### src/rtl/lsu_pkg.sv
// Shared encodings for the load/store unit: request op/size codes, FSM states
// and the base byte-lane enable patterns used by the lane aligner.
package lsu_pkg;

  localparam logic [1:0] OP_LOAD  = 2'b00;
  localparam logic [1:0] OP_STORE = 2'b01;

  localparam logic [2:0] SZ_WORD   = 3'b000;
  localparam logic [2:0] SZ_HALF_U = 3'b001;
  localparam logic [2:0] SZ_HALF_S = 3'b010;
  localparam logic [2:0] SZ_BYTE_U = 3'b011;
  localparam logic [2:0] SZ_BYTE_S = 3'b100;

  localparam logic [3:0] BE_BYTE = 4'b0001;
  localparam logic [3:0] BE_HALF = 4'b0011;
  localparam logic [3:0] BE_WORD = 4'b1111;

  typedef enum logic [1:0] {
    ST_IDLE   = 2'b00,
    ST_ACCESS = 2'b01,
    ST_RESP   = 2'b10
  } lsu_state_e;

endpackage

### src/rtl/lsu_lane_align.sv
// Combinational byte-lane steering: store data replication and byte enables,
// plus load lane extraction with zero/sign extension.
module lsu_lane_align
  import lsu_pkg::*;
(
  input  logic [2:0]  size,
  input  logic [1:0]  addr_lo,
  input  logic        is_store,
  input  logic [31:0] wdata,
  input  logic [31:0] rdata,
  output logic [31:0] store_data,
  output logic [3:0]  byte_en,
  output logic [31:0] load_data
);

  logic [7:0]  lane_b;
  logic [15:0] lane_h;

  always_comb begin
    store_data = '0;
    byte_en    = '0;
    load_data  = '0;
    lane_h     = addr_lo[1] ? rdata[31:16] : rdata[15:0];
    case (addr_lo)
      2'd0:    lane_b = rdata[7:0];
      2'd1:    lane_b = rdata[15:8];
      2'd2:    lane_b = rdata[23:16];
      default: lane_b = rdata[31:24];
    endcase

    case (size)
      SZ_WORD: begin
        store_data = wdata;
        byte_en    = BE_WORD;
        load_data  = rdata;
      end
      SZ_HALF_U, SZ_HALF_S: begin
        store_data = {2{wdata[15:0]}};
        byte_en    = BE_HALF << {addr_lo[1], 1'b0};
        load_data  = (size == SZ_HALF_S) ? {{16{lane_h[15]}}, lane_h} : {16'b0, lane_h};
      end
      SZ_BYTE_U, SZ_BYTE_S: begin
        store_data = {4{wdata[7:0]}};
        byte_en    = BE_BYTE << addr_lo;
        load_data  = (size == SZ_BYTE_S) ? {{24{lane_b[7]}}, lane_b} : {24'b0, lane_b};
      end
      default: ;
    endcase

    // Loads leave the write side of the bus quiet
    if (!is_store) begin
      store_data = '0;
      byte_en    = '0;
    end
  end

endmodule

### src/rtl/load_store_unit.sv
// Memory-stage load/store unit: accepts one access per handshake, runs a
// wait-state tolerant bus cycle and returns one response per access.
module load_store_unit
  import lsu_pkg::*;
#(
  parameter int ADDR_W   = 16,
  parameter int MAX_WAIT = 15
) (
  input  logic              CK_REF,
  input  logic              RST_N,
  input  logic              HALT,
  input  logic              REQ_VALID,
  output logic              REQ_READY,
  input  logic [1:0]        REQ_OP,
  input  logic [2:0]        REQ_SIZE,
  input  logic [31:0]       REQ_ADDR,
  input  logic [31:0]       REQ_WDATA,
  input  logic [4:0]        REQ_RD,
  output logic              MEM_REQ,
  output logic              MEM_READ_WRN,
  output logic [ADDR_W-1:0] MEM_ADDRESS_BUS,
  output logic [3:0]        MEM_BYTE_EN,
  output logic [31:0]       MEM_DATA_OUT_BUS,
  input  logic [31:0]       MEM_DATA_IN_BUS,
  input  logic              MEM_ACK,
  output logic              RSP_VALID,
  output logic [31:0]       RSP_DATA,
  output logic [4:0]        RSP_RD,
  output logic              RSP_WB,
  output logic              RSP_ERR,
  output logic              STALL
);

  localparam logic [7:0]  MAX_WAIT_C = 8'(MAX_WAIT);
  localparam logic [32:0] ADDR_SPAN  = 33'd1 << ADDR_W;
  localparam logic [31:0] ADDR_MASK  = ADDR_SPAN[31:0] - 32'd1;

  logic       int_rst_n;
  lsu_state_e state, state_nxt;
  logic [7:0] wait_cnt;

  logic              accept, is_nop, req_err, misaligned, out_of_range, bad_size;
  logic              timeout, finish_access;
  logic              ld_p1;
  logic [2:0]        size_p1;
  logic [ADDR_W-1:0] addr_p1;
  logic [31:0]       wdata_p1;
  logic [4:0]        rd_p1;
  logic [31:0]       rsp_data_p2;
  logic [4:0]        rsp_rd_p2;
  logic              rsp_wb_p2, rsp_err_p2;
  logic [31:0]       lane_wdata, lane_rdata;
  logic [3:0]        lane_be;

  assign int_rst_n = RST_N;

  assign is_nop       = REQ_OP[1];
  assign accept       = (state == ST_IDLE) && REQ_VALID && !HALT;
  assign bad_size     = REQ_SIZE > SZ_BYTE_S;
  assign out_of_range = |(REQ_ADDR & ~ADDR_MASK);
  assign misaligned   = ((REQ_SIZE == SZ_HALF_U || REQ_SIZE == SZ_HALF_S) && REQ_ADDR[0]) ||
                        ((REQ_SIZE == SZ_WORD) && (REQ_ADDR[1:0] != 2'b00));
  assign req_err       = bad_size || out_of_range || misaligned;
  assign timeout       = !MEM_ACK && (wait_cnt == MAX_WAIT_C);
  assign finish_access = (state == ST_ACCESS) && (MEM_ACK || timeout);

  lsu_lane_align u_lane_align (
    .size       (size_p1),
    .addr_lo    (addr_p1[1:0]),
    .is_store   (!ld_p1),
    .wdata      (wdata_p1),
    .rdata      (MEM_DATA_IN_BUS),
    .store_data (lane_wdata),
    .byte_en    (lane_be),
    .load_data  (lane_rdata)
  );

  always_ff @(posedge CK_REF or negedge int_rst_n) begin
    if (!int_rst_n) begin
      state    <= ST_IDLE;
      wait_cnt <= '0;
    end else begin
      state    <= state_nxt;
      wait_cnt <= (state == ST_ACCESS && !MEM_ACK) ? wait_cnt + 8'd1 : 8'd0;
    end
  end

  always_comb begin
    state_nxt        = state;
    REQ_READY        = 1'b0;
    MEM_REQ          = 1'b0;
    MEM_READ_WRN     = 1'b1;
    MEM_ADDRESS_BUS  = '0;
    MEM_BYTE_EN      = '0;
    MEM_DATA_OUT_BUS = '0;
    RSP_VALID        = 1'b0;
    RSP_DATA         = '0;
    RSP_RD           = '0;
    RSP_WB           = 1'b0;
    RSP_ERR          = 1'b0;
    unique case (state)
      ST_IDLE: begin
        REQ_READY = 1'b1;
        if (accept && !is_nop) state_nxt = req_err ? ST_RESP : ST_ACCESS;
      end
      ST_ACCESS: begin
        MEM_REQ          = 1'b1;
        MEM_READ_WRN     = ld_p1;
        MEM_ADDRESS_BUS  = {addr_p1[ADDR_W-1:2], 2'b00};
        MEM_BYTE_EN      = lane_be;
        MEM_DATA_OUT_BUS = lane_wdata;
        if (finish_access) state_nxt = ST_RESP;
      end
      ST_RESP: begin
        RSP_VALID = !HALT;
        RSP_DATA  = rsp_data_p2;
        RSP_RD    = rsp_rd_p2;
        RSP_WB    = rsp_wb_p2;
        RSP_ERR   = rsp_err_p2;
        if (!HALT) state_nxt = ST_IDLE;
      end
      default: state_nxt = ST_IDLE;
    endcase
    STALL = !REQ_READY;
  end

  // p1: latched request; p2: response captured at error or bus completion
  always_ff @(posedge CK_REF) begin
    if (accept && !is_nop && !req_err) begin
      ld_p1    <= (REQ_OP == OP_LOAD);
      size_p1  <= REQ_SIZE;
      addr_p1  <= REQ_ADDR[ADDR_W-1:0];
      wdata_p1 <= REQ_WDATA;
      rd_p1    <= REQ_RD;
    end
    if (accept && !is_nop && req_err) begin
      rsp_data_p2 <= '0;
      rsp_rd_p2   <= REQ_RD;
      rsp_wb_p2   <= 1'b0;
      rsp_err_p2  <= 1'b1;
    end else if (finish_access) begin
      rsp_data_p2 <= (MEM_ACK && ld_p1) ? lane_rdata : 32'd0;
      rsp_rd_p2   <= rd_p1;
      rsp_wb_p2   <= MEM_ACK && ld_p1;
      rsp_err_p2  <= !MEM_ACK;
    end
  end

endmodule

### config.mk
export PLATFORM = sky130hd
export DESIGN_NAME = load_store_unit
export DESIGN_NICKNAME = d
export VERILOG_FILES = /design/src/rtl/lsu_pkg.sv /design/src/rtl/lsu_lane_align.sv /design/src/rtl/load_store_unit.sv
export SDC_FILE = /design/constraint.sdc
export NUM_CORES = 1
export LEC_CHECK = 0
export ABC_AREA = 1
export CORE_ASPECT_RATIO = 0.9
export CORE_UTILIZATION = 23
export CTS_CLUSTER_SIZE = 30
export DETAILED_ROUTE_END_ITERATION = 6
export PLACE_DENSITY = 0.45
export SLEW_MARGIN = 5
export SYNTH_ARGS = -nofsm -noshare
export SYNTH_HDL_FRONTEND = slang
export SYNTH_SLANG_ARGS = --single-unit
export TNS_END_PERCENT = 10
### constraint.sdc
create_clock -name CK_REF -period 7.3 [get_ports CK_REF]
set_clock_uncertainty 0.2 [all_clocks]
set_input_delay 1.825 -clock CK_REF [delete_from_list [all_inputs] [get_ports CK_REF]]
set_output_delay 1.825 -clock CK_REF [all_outputs]
set_load 0.02 [all_outputs]
==> key figures, run 1 <==
Worst setup path
  • Critical Path End Type: primary output
  • Critical Path Fanout Max: 2
  • Register-to-register setup slack: about 4700 ps
  • Critical path startpoint category: primary input
  • Worst reg2reg path startpoint: wait_cnt[0]$_DFF_PN0_
  • WP data required: between 5000 and 6000 ps
  • CP startpoint: HALT
  • Worst r2r dst: rsp_rd_p2[1]$_DFFE_PP_
  • CP Capture Point: RSP_VALID
  • CP Class: primary input to primary output
  • Arrival @ worst endpoint: approximately 3000 ps
  • Worst reg-to-reg path cell count: 7

Worst hold path
  • Hold path depth: 1
  • Min-Delay Path Class: flop to flop

Flow run
  • Max-cap violations: 0

STA
  • Setup TNS: 0 ps
  • Final-report hold violation count: 0
  • Fin crit period: approximately 5000 ps
  • Headroom to the max-slew limit: 0.253
  • Setup ws final: approximately 2300 ps
  • Final period utilization: 0.684
  • Final Setup Violations: 0
  • Worst-Margin Slew: ~1100 ps
  • Unrepaired setup endpoints after global routing: false
  • Final slew viol count: 0
  • Peak Freq: about 200 MHz

Drt
  • Wire length per cell: between 10 and 15 um
  • Drt pass-1 iters: 5
  • Detail Route Antenna Nets: 0
  • Number of DRC markers in iteration 0: around 250
  • Via density: ~4.3
  • Post-route DRC: 0
  • Drt total wl: around 19 mm
  • Via count: 5370

Pwr
  • Max IR drop VDD: 87.1 uV
  • P per Cell Area: 150 mW/mm^2
  • Leak Pwr: ~3.5 nW

GRT
  • Largest net degree at the start of global routing: between 40 and 50
  • First-pass GRT wire length: just under 30 mm
  • Vias in the first global route: approximately 5200
  • Grt ovf: 0
  • Initial antenna violation count: 1
  • Gr usage total: 0.152

Clock tree
  • Clk sinks: roughly 110
  • Cts repair resizes: 0
  • CTS Hold Bufs: 0
  • H-tree depth: 3
  • Postcts setup bufs: 0
  • CTS tree: built
  • Clock buffer depth: 2
  • Worst-path clk slew: roughly 80 ps
  • Cts bufs inserted: 9
  • Clock root buffer: clkbuf_16
  • Clk_lat worst skew: around 360 ps

Layout
  • Share of layout cells above drive strength 1: 0.0566
  • Layout area overhead: 44.1%
  • Non-Filler Instances: around 1300
  • ANT cells: 0
  • Final Instance Area: between 0.008 and 0.009 sq mm
  • Final core occ: 0.339
  • Nets: between 1000 and 1500

Logic synthesis
  • Post-synth EDFFs: 62
  • Seq cells post-synth: 106
  • Ranking of synthesized cells by area: edfxtp_1 (33%), nand2_1 (16%), dfxtp_1 (12%), nand3_1 (7.7%), inv_1 (7.5%)
  • Post-synth top area cell: edfxtp_1
  • Syn Area/Cell: between 7 and 8 sq um
  • YS warnings: 0
  • Most common cell in the netlist: nand2_1
  • Post-synth top flop: edfxtp_1
  • Post-synth top cells: nand2_1 (241), inv_1 (115), nor2_1 (93)
  • Synth top area share: 0.325
  • Sequential area share after synthesis: 0.488
  • Async SR Flop Fraction: 0.0943
  • Post-Syn Instances: 765
  • Post-Syn Area: approximately 0.0057 sq mm
  • Distinct cells, synth: 34

Die
  • CORE AREA: about 0.024 sq mm
  • Die height: between 150 and 200 um
  • Row count: between 50 and 60
  • Initial Util: 0.235
  • I/O pin count: 207
  • Die area: ~0.026 sq mm
  • Die X: 168 um

Placed design
  • Estimated wirelength of the detail-placed design: 14.2 mm
  • Dpl cell area: a little under 0.008 sq mm
  • Port Buf Inserts: between 200 and 250
  • Routability Congestion: roughly 0.80
  • DP Worst Slack: 2310 ps
  • Dpl cells: about 1200

Status
  • Run status: completed
-- layout by cell type (no fill, tap or decap), types with 3 or more instances in the layout --
cell,netlist,final
nand2_2,7,7
nand3_1,88,88
o211ai_1,15,15
inv_1,115,115
dfrtp_1,10,10
nor2_2,5,5
clkdlybuf4s50_1,0,204
o21ai_0,12,12
nand2_1,241,241
nor2_4,4,5
nand4_1,3,3
edfxtp_1,62,62
buf_4,9,3
a21oi_1,14,14
inv_2,10,10
clkbuf_16,0,9
nor2_1,93,92
dfxtp_1,34,34
-- where the power goes --
part           total, mW  internal (mW)  leakage, nW  switching (mW)
Sequential         0.633          0.633        0.971        0.000498
Clock              0.496          0.241        0.141           0.255
Combinational      0.109         0.0643         2.40          0.0450
Total               1.24          0.938         3.51           0.300
-- critical path, cell delays in order --
cell and delay, ps:
clkdlybuf4s50_1 420, nor2_1 110, clkdlybuf4s50_1 610
-- area by class of cell --
| type | count | area, sq um |
|---|---|---|
| tap | 308 | 385 |
| clock inverter | 7 | 70.1 |
| inverter | 125 | 469 |
| clock buffer | 9 | 225 |
| sequential | 106 | 2790 |
| timing repair buffer | 207 | 2060 |
| multi-input combinational | 500 | 2250 |
| fill | 2646 | 16100 |
-- per-layer routing --
layer | vias up | global-route usage | wire [um]
met2 | 162 | 0.240 | 8380
li1 | 2751 | - | -
met1 | 2442 | 0.202 | 8900
met5 | - | 0 | 13
met4 | 2 | 0.0405 | 184
met3 | 13 | 0.0447 | 1360
-- kinds of logic after synthesis --
kind of cell / after synthesis / share of synthesized area
compound gates: 46 / 0.0500
other cells: 1 / 0.000655
flops: 106 / 0.488
simple gates: 451 / 0.337
buf+inv: 160 / 0.122
fa+ha+maj: 1 / 0.00218
-- sequential cells by signal, summed over array words and instances, names as in the netlist, 2 cells and up --
signal	flops
size_p1	3
wait_cnt	8
state	2
rsp_rd_p2	5
rsp_data_p2	32
addr_p1	16
wdata_p1	32
rd_p1	5
-- stage by stage --
step	hold WS, ps	total power [mW]
final	261	1.24
after global routing	291	1.29
after CTS	266	1.26
after detailed placement	254	0.757
after global placement	253	0.757
after floorplan	232	0.676
-- worst min path at each step --
stage                                             from                            to  slack (ps)
after floorplan                  wait_cnt[0]$_DFF_PN0_         wait_cnt[0]$_DFF_PN0_         230
after global placement           wait_cnt[0]$_DFF_PN0_         wait_cnt[0]$_DFF_PN0_         250
after detailed placement         wait_cnt[0]$_DFF_PN0_         wait_cnt[0]$_DFF_PN0_         250
after CTS                        wait_cnt[0]$_DFF_PN0_         wait_cnt[0]$_DFF_PN0_         270
after global routing      rsp_data_p2[31]$_SDFFE_PP0P_  rsp_data_p2[31]$_SDFFE_PP0P_         290
final                            wait_cnt[0]$_DFF_PN0_         wait_cnt[0]$_DFF_PN0_         260
(Power assumes the default switching activity.)
==> run 2: changes to the inputs <==
==> constraint.sdc (replaced) <==
create_clock -name CK_REF -period 5.15 [get_ports CK_REF]
set_clock_uncertainty 0.2 [all_clocks]
set_input_delay 1.2875 -clock CK_REF [delete_from_list [all_inputs] [get_ports CK_REF]]
set_output_delay 1.2875 -clock CK_REF [all_outputs]
set_load 0.02 [all_outputs]
==> run 2 against run 1 <==
Utilization increased by 0.19 points; count of clock-buffer cells in the layout unchanged; sequential share of layout area decreased by 0.18 points; sequential cell count unchanged; total power increased by 46%; sequential power increased by 42%; largest power group unchanged.
==> key figures, run 2 (synthesis results as in run 1) <==
Status
  • Run status: completed (unchanged)

Placed design
  • Port Buf Inserts: 204 (unchanged)
  • Routability Congestion: 0.885 (was 0.802)
  • Estimated wirelength of the detail-placed design: 14.4 mm (was 14.2 mm)
  • Dpl cells: 1249 (was 1246)
  • Dpl cell area: 0.00798 sq mm (was 0.00796 sq mm)
  • DP Worst Slack: 1110 ps (was 2310 ps)

Die
  • Die X: 168 um (unchanged)
  • Row count: 54 (unchanged)
  • Die area: 0.0255 sq mm (unchanged)
  • Initial Util: 0.235 (unchanged)
  • Die height: 152 um (unchanged)
  • I/O pin count: 207 (unchanged)
  • CORE AREA: 0.0243 sq mm (unchanged)

Pwr
  • Max IR drop VDD: 138 uV (was 87.1 uV)
  • Leak Pwr: 3.54 nW (was 3.51 nW)
  • Switching power: 423 uW (was 300 uW)
  • Sequential share of power: 0.498 (was 0.511)
  • Internal power: 1.38 mW (was 938 uW)
  • Comb pwr share: 0.086 (was 0.088)
  • Sw Ratio: 0.235 (was 0.243)
  • P per Cell Area: 217 mW/mm^2 (was 150 mW/mm^2)
  • Clock share of power: 0.416 (was 0.401)

Drt
  • Wire length per cell: 14.9 um (about the same)
  • Post-route DRC: 0 (unchanged)
  • Drt pass-1 iters: 5 (unchanged)
  • Via count: 5411 (was 5370)
  • Number of DRC markers in iteration 0: 307 (was 247)
  • Via density: 4.28 (was 4.26)
  • Drt total wl: 18.9 mm (was 18.8 mm)
  • Detail Route Antenna Nets: 0 (unchanged)

GRT
  • Largest net degree at the start of global routing: 53 (was 45)
  • Vias in the first global route: 5236 (was 5235)
  • Gr usage total: 0.151 (was 0.152)
  • First-pass GRT wire length: 29.2 mm (was 29.3 mm)
  • Grt ovf: 0 (unchanged)
  • Initial antenna violation count: 0 (was 1)

Clock tree
  • Cts bufs inserted: 9 (unchanged)
  • Clock buffer depth: 2 (unchanged)
  • Worst-path clk slew: 80 ps (about the same)
  • CTS Hold Bufs: 0 (unchanged)
  • H-tree depth: 3 (unchanged)
  • CTS tree: built (unchanged)
  • Cts repair resizes: 0 (unchanged)
  • Clk_lat worst skew: 360 ps (about the same)
  • Clock root buffer: clkbuf_16 (unchanged)
  • Postcts setup bufs: 0 (unchanged)
  • Clk sinks: 106 (unchanged)

Worst setup path
  • Most numerous cell on the critical path: inv_2 (was clkdlybuf4s50_1)
  • Register-to-register setup slack: 2790 ps (was 4670 ps)
  • Critical-path cell list: inv_2 > nand2_2 > nor2_2 > inv_2 > nor2_4 > inv_2 > nor2_1 > nand2_1 > nand2_1 > clkdlybuf4s50_1 (was clkdlybuf4s50_1 > nor2_1 > clkdlybuf4s50_1)
  • CP Class: flop to primary output (was primary input to primary output)
  • CP startpoint: state[1]$_DFFE_PN0P_ (was HALT)
  • Largest delay share family, worst path: simple AND/OR/NAND/NOR gates (was buffers and inverters)
  • Largest stage delay on the critical path: 600 ps (was 610 ps)
  • Critical Path End Type: primary output (unchanged)
  • Arrival @ worst endpoint: 2890 ps (was 2970 ps)
  • Worst reg-to-reg path cell count: 9 (was 7)
  • Crit path buffers/inverters: 4 (was 2)
  • Worst reg2reg path startpoint: addr_p1[1]$_DFFE_PP_ (was wait_cnt[0]$_DFF_PN0_)
  • Critical path startpoint category: flop (was primary input)
  • WP data required: 3660 ps (was 5280 ps)
  • CP max stage cell: clkdlybuf4s50_1 (unchanged)
  • Worst r2r dst: rsp_data_p2[0]$_SDFFE_PP0P_ (was rsp_rd_p2[1]$_DFFE_PP_)
  • Critical Path Fanout Max: 24 (was 2)

Worst hold path
  • Hold path depth: 1 (unchanged)
  • Hold EP: wait_cnt[0]$_DFF_PN0_ (unchanged)
  • Min-Delay Path Class: flop to flop (unchanged)
  • Min-Delay Startpoint: wait_cnt[0]$_DFF_PN0_ (unchanged)

STA
  • Final slew viol count: 0 (unchanged)
  • Setup ws final: 772 ps (was 2310 ps)
  • Final Setup Violations: 0 (unchanged)
  • Fin crit period: between 4000 and 5000 ps
  • Peak Freq: 228 MHz
  • Final-report hold violation count: 0 (unchanged)
  • Unrepaired setup endpoints after global routing: false (unchanged)
  • Setup TNS: 0 ps (unchanged)
  • Final period utilization: 0.850
  • Worst-Margin Slew: 1070 ps (was 1120 ps)
  • Headroom to the max-slew limit: 0.287 (was 0.253)

Layout
  • Commonest non-fill, non-tap cell in the layout: nand2_1 (unchanged)
  • Largest registers: rsp_data_p2 x32, wdata_p1 x32, addr_p1 x16 (unchanged)
  • Nets: 1064 (was 1061)
  • Non-Filler Instances: 1265 (was 1262)
  • Final core occ: 0.341 (was 0.339)
  • Layout area overhead: 44.9% (was 44.1%)
  • ANT cells: 0 (unchanged)
  • Commonest cells after routing, fill and taps aside: nand2_1 (241), clkdlybuf4s50_1 (204), inv_1 (115) (unchanged)
  • Share of layout cells above drive strength 1: 0.0596 (was 0.0566)
  • Final Instance Area: 0.00830 sq mm (was 0.00825 sq mm)

Flow run
  • Max-cap violations: 0 (unchanged)
==> run 2: per-stage QoR <==
stage / hold slack, ps / power (mW)
floorplan: 232 / 0.958
detailed placement: 253 / 1.07
global route: 285 / 1.88
finish: 260 / 1.80
CTS: 265 / 1.84
global placement: 254 / 1.07
==> run 2: worst register-to-register path, cell delays in order, from the launching register on <==
cell and delay, ps:
edfxtp_1 1060, inv_2 250, nand3_1 180, nand2_2 190, nand2_1 120, nand2_1 60
inv_1 40, nand2_1 60, nand2_1 60, nand2_1 50
==> run 2: cell type report <==
cell class	count	area [sq um]
multi-input cells	500	2250
repair buffers	210	2090
clock buffers	9	225
fillers	2605	16000
well taps	308	385
inverters	125	469
flip-flops and latches	106	2790
clock inverters	7	92.6
==> run 2: power groups by stage <==
stage / logic, mW / registers (mW) / clock network (mW)
4_1_cts: 0.158 / 0.897 / 0.784
5_1_grt: 0.170 / 0.898 / 0.812
6_report: 0.156 / 0.897 / 0.750
3_3_place_gp: 0.157 / 0.917 / 0
3_5_place_dp: 0.157 / 0.917 / 0
2_1_floorplan: 0.0407 / 0.917 / 0
==> run 2: how the worst max path moves through the flow <==
stage	endpoint	slack [ps]	cells after the start
after floorplan	addr_p1[0]$_DFFE_PP_	350	6
after global placement	MEM_DATA_OUT_BUS[16]	1180	10
after detailed placement	MEM_DATA_OUT_BUS[18]	1110	10
after CTS	MEM_DATA_OUT_BUS[18]	710	10
after global routing	MEM_DATA_OUT_BUS[18]	510	10
final	MEM_DATA_OUT_BUS[19]	770	10
==> run 2: metal layers <==
| metal | wire (um) | global-route usage | vias up | share of wire |
|---|---|---|---|---|
| met5 | 0 | 0 | - | 0 |
| met4 | 264 | 0.0445 | 0 | 0.014 |
| met3 | 1340 | 0.0431 | 17 | 0.071 |
| met2 | 8470 | 0.243 | 168 | 0.45 |
| met1 | 8840 | 0.197 | 2469 | 0.47 |
| li1 | - | - | 2757 | - |
